`src/rtl/posit_extraction_unit.sv`:
```
// rtl/posit_extraction_unit.sv - posit field decoder (sign, regime k, exponent, mantissa, flags).
// Optional input register stage: define POSIT_EXTRACT_INREG_EN (latency 2 instead of 1).
module posit_extraction_unit #(
  parameter int N  = 32,
  parameter int ES = 2,
  parameter int RS = $clog2(N)
) (
  input  logic                clk,
  input  logic                rst,
  input  logic [N-1:0]        In,
  output logic                Sign,
  output logic signed [RS:0]  k,
  output logic [ES-1:0]       Exponent,
  output logic [N-1:0]        Mantissa,
  output logic [N-2:0]        InRemain,
  output logic                inf,
  output logic                zero
);

  logic [N-1:0] in_q;

`ifdef POSIT_EXTRACT_INREG_EN
  always_ff @(posedge clk or posedge rst) begin
    if (rst) begin
      in_q <= '0;
    end else begin
      in_q <= In;
    end
  end
`else
  assign in_q = In;
`endif

  logic               d_sign;
  logic [N-2:0]       d_rem;
  logic               d_lead;
  logic [N-2:0]       d_run_bits;
  logic [RS-1:0]      d_run_len;
  logic               d_hit;
  logic [RS:0]        d_shamt;
  logic [N-2:0]       d_shifted;
  logic signed [RS:0] d_k;
  logic [ES-1:0]      d_exp;
  logic [N-1:0]       d_mant;
  logic               d_zero;
  logic               d_nar;

  always_comb begin
    d_sign = in_q[N-1];
    // Low N-1 bits of the two's complement depend only on the low N-1 input bits.
    d_rem  = d_sign ? (~in_q[N-2:0] + {{(N-2){1'b0}}, 1'b1}) : in_q[N-2:0];
    d_lead = d_rem[N-2];
    // Inverting a run of ones turns regime detection into a plain leading-zero count.
    d_run_bits = d_lead ? ~d_rem : d_rem;

    d_run_len = RS'(N - 1);
    d_hit     = 1'b0;
    for (int i = N - 2; i >= 0; i--) begin
      if (!d_hit && d_run_bits[i]) begin
        d_run_len = RS'(N - 2 - i);
        d_hit     = 1'b1;
      end
    end

    // Shifting past the terminator leaves exponent then fraction MSB-aligned.
    d_shamt   = {1'b0, d_run_len} + {{RS{1'b0}}, 1'b1};
    d_shifted = d_rem << d_shamt;
    d_exp     = d_shifted[N-2 -: ES];
    d_mant    = {1'b1, d_shifted[N-2-ES:0], {ES{1'b0}}};

    if (d_lead) begin
      d_k = $signed({1'b0, d_run_len}) - $signed({{RS{1'b0}}, 1'b1});
    end else begin
      d_k = -$signed({1'b0, d_run_len});
    end

    d_zero = (in_q == '0);
    d_nar  = (in_q == {1'b1, {(N-1){1'b0}}});
  end

  always_ff @(posedge clk or posedge rst) begin
    if (rst) begin
      Sign     <= 1'b0;
      k        <= '0;
      Exponent <= '0;
      Mantissa <= '0;
      InRemain <= '0;
      inf      <= 1'b0;
      zero     <= 1'b0;
    end else if (d_zero || d_nar) begin
      Sign     <= d_nar;
      k        <= '0;
      Exponent <= '0;
      Mantissa <= '0;
      InRemain <= '0;
      inf      <= d_nar;
      zero     <= d_zero;
    end else begin
      Sign     <= d_sign;
      k        <= d_k;
      Exponent <= d_exp;
      Mantissa <= d_mant;
      InRemain <= d_rem;
      inf      <= 1'b0;
      zero     <= 1'b0;
    end
  end

endmodule

```
`config.mk`:
```
export PLATFORM = sky130hd
export DESIGN_NAME = posit_extraction_unit
export DESIGN_NICKNAME = d
export VERILOG_FILES = /design/src/rtl/posit_extraction_unit.sv
export SDC_FILE = /design/constraint.sdc
export NUM_CORES = 1
export LEC_CHECK = 0
export ABC_AREA = 1
export BUFFER_PORTS_ARGS = -buffer_cell sky130_fd_sc_hd__buf_2
export CORE_UTILIZATION = 35
export CTS_CLUSTER_DIAMETER = 80
export DETAILED_ROUTE_END_ITERATION = 8
export SLEW_MARGIN = 40
export SYNTH_ARGS = -nofsm -noshare
export SYNTH_HDL_FRONTEND = slang
export SYNTH_SLANG_ARGS = --single-unit
```
`constraint.sdc`:
```
create_clock -name clk -period 2.05 [get_ports clk]
set_input_delay 0.1025 -clock clk [delete_from_list [all_inputs] [get_ports clk]]
set_output_delay 0.1025 -clock clk [all_outputs]
set_load 0.05 [all_outputs]
```
==> impl_metrics.yaml <==
sta:
  layout_setup_ws_ps: -2060
  tightest_slew_ps: 711
  min_period_ps: 4110
  rsz0062_at_grt: "yes"
  hold_violations: 0
  fmax_ghz: 0.244
  fin_setup_tns_ps: -107220
  maxSlewHeadroom_pct: 52.6
  min_period_over_period_pct: 200
  setup_viol_count_final: 56
  maxSlewViolCount: 0
yosys:
  async_reset_ff_share_pct: 100
  synth_ff_type: "dfrtp_1"
  ys_seq_area_share_pct: 30.9
  yosysWarnings: 0
  synth.ff_latch_count: 72
  synth_compound_area_share_pct: 3.80
  synth.area.mux_share_pct: 0
  synthCells: 894
  synth_top_family_by_area: "simple AND/OR/NAND/NOR gates"
  netlist_area_um2: 5830
  synth-adder-area-share_pct: 0.644
  synth_edf_count: 0
  avgSynthCellArea_um2: 6.52
  yosysUniqueCellTypes: 44
  synth-xor-area-share_pct: 7.66
  synthSimpleGateAreaFrac_pct: 45.4
critical_path:
  worstSetupStartpointType: "primary input"
  required_ps: 2300
  critPathArrivalTime_ps: 4350
  critPathKind: "primary input to flip-flop"
  critPathMaxStageDelay_ps: 190
  end_kind: "flip-flop"
  cpMaxStageDelayCell: "buf_6"
  cp_max_fo: 15
  path_buf_inv: 29
  cp_top_family: "buffers and inverters"
  crit_path_frequent_cell: "buf_4"
cells_and_area:
  final_core_util_pct: 63.1
  stdcell_count: 1464
  insertedDiodeCount: 0
  drive_gt1_share_pct: 50.6
  final_common_cell: "buf_4"
  synthToLayoutAreaGrowth_pct: 73.6
  finish.net_count: 1280
  final_cell_mix: "230 x buf_4, 198 x nand2_1, 102 x buf_2"
hold_path:
  holdCritPathClass: "primary input to flip-flop"
clocking:
  cts_inserted_buffers: 9
  cts_max_level: 3
  clock-sinks: 72
  clk_pin_slew_ps: 60
  cts_max_path_buffers: 2
  root_buffer: "clkbuf_16"
  tritoncts: "yes"
placed_design:
  dp_hpwl_um: 15500
  post-place-cells: 1380
  dp_slack_ps: -2540
  gp_congestion: 0.911
  io_buffers: 105
global_route:
  antenna_found_initial: 0
  grt_usage_pct: 25.9
  grt_overflow: 0
  grt_start_max_net_pins: 44
  grt_pass1_wl_um: 34000
  grt_pass1_vias: 6891
routing:
  drc_errors: 0
  wl_per_cell_um: 15.4
  viasPerCell: 4.92
  dr_total_vias: 7203
  drt_iter0_drc: 424
  ant_nets: 0
  drtPass1Iterations: 7
  routed_wl_um: 22500
floorplanning:
  dieArea_um2: 17200
  die_h_um: 131
  core_area_um2: 16100
  fp.dieW_um: 131
  initial_utilization_pct: 36.3
  ios: 108
  row_count: 46
run_status:
  violations: "setup timing"
  status: "finished, violations left"
power:
  ir_drop_uv: 699
  leakagePower_nw: 5.31
  p_per_area_nw_per_um2: 908
flow_run:
  maxCapViolations: 0
-- cells in the mapped netlist (all sizes together), types with 2 or more instances --
| library cell | number | area, µm² |
|---|---|---|
| nand2 | 263 | 1030 |
| nand3 | 178 | 926 |
| inv | 122 | 463 |
| nor2 | 104 | 449 |
| dfrtp | 72 | 1800 |
| xor2 | 48 | 420 |
| buf | 26 | 183 |
| nand4 | 21 | 178 |
| o21ai | 21 | 105 |
| clkbuf | 7 | 26.3 |
| a21oi | 6 | 41.3 |
| nor3 | 4 | 20.0 |
| ha | 3 | 37.5 |
| xnor2 | 3 | 26.3 |
| nor3b | 2 | 20.0 |
| o2111ai | 2 | 17.5 |
| o21a | 2 | 15.0 |
-- final cells by class --
class / instances / area, µm²
Clock buffer: 9 / 225
Clock inverter: 7 / 63.8
Fill cell: 1338 / 5930
Inverter: 123 / 547
Multi-Input combinational cell: 667 / 4420
Sequential cell: 72 / 1800
Tap cell: 216 / 270
Timing Repair Buffer: 367 / 2760
Timing Repair inverter: 3 / 36.3
-- path summary, 6_finish.rpt --
kind	startpoint	endpoint	slack [ps]	cells past startpoint
worst max-delay path	In[0]	Mantissa[21]$_DFF_PP0_	-2060	39
worst min-delay path	In[2]	InRemain[2]$_DFF_PP0_	210	4
max in group asynchronous	rst	Mantissa[24]$_DFF_PP0_	980	4
min in group asynchronous	rst	Mantissa[31]$_DFF_PP0_	420	3
-- flip-flops by register name, indices dropped and copies added (netlist names) --
| register | cells |
|---|---|
| inf | 1 |
| k | 6 |
| Mantissa | 30 |
| InRemain | 31 |
| zero | 1 |
| Sign | 1 |
| Exponent | 2 |
-- repair_timing --
| item | in CTS | in global routing |
|---|---|---|
| setup endpoints to repair | 36 | 56 |
| gates resized for setup | 136 | 114 |
| pin swaps | 45 | 49 |
| cloned | 4 | 2 |
| setup buffers | 48 | 16 |
| hold buffers | 1 | 0 |
| hold endpoints to repair | 29 | 0 |
-- power breakdown --
group | switching [mW] | internal, mW | total, mW
Clock | 0.698 | 0.846 | 1.54
Combinational | 3.87 | 1.90 | 5.77
Sequential | 0.0995 | 1.78 | 1.88
Total | 4.66 | 4.53 | 9.19
-- logic make-up after synthesis --
kind of cell	after synthesis
XOR/XNOR	51
other	1
AO/OA/AOI/OAI	36
AND/OR/NAND/NOR	575
buffers and inverters	156
adder cells (fa/ha/maj)	3
flip-flops	72
-- metrics by stage --
stage                     hold slack, ps  instance area [µm²]  total power, mW
after global routing                 216                10100             9.71
final                                207                10100             9.19
after CTS                            142                 9540             8.78
after floorplan                      218                 6240             5.32
after detailed placement             247                 8270             6.73
after global placement               251                 8270             6.71
-- layer usage --
| metal | wire, µm | share of wire (%) | GRT usage [%] |
|---|---|---|---|
| met1 | 9530 | 42 | 33.1 |
| met2 | 11200 | 50 | 44.3 |
| met3 | 1210 | 5.4 | 4.67 |
| met4 | 556 | 2.5 | 8.18 |
| met5 | 0 | 0 | 0 |
Note: power is estimated with default switching activity, not from simulation.
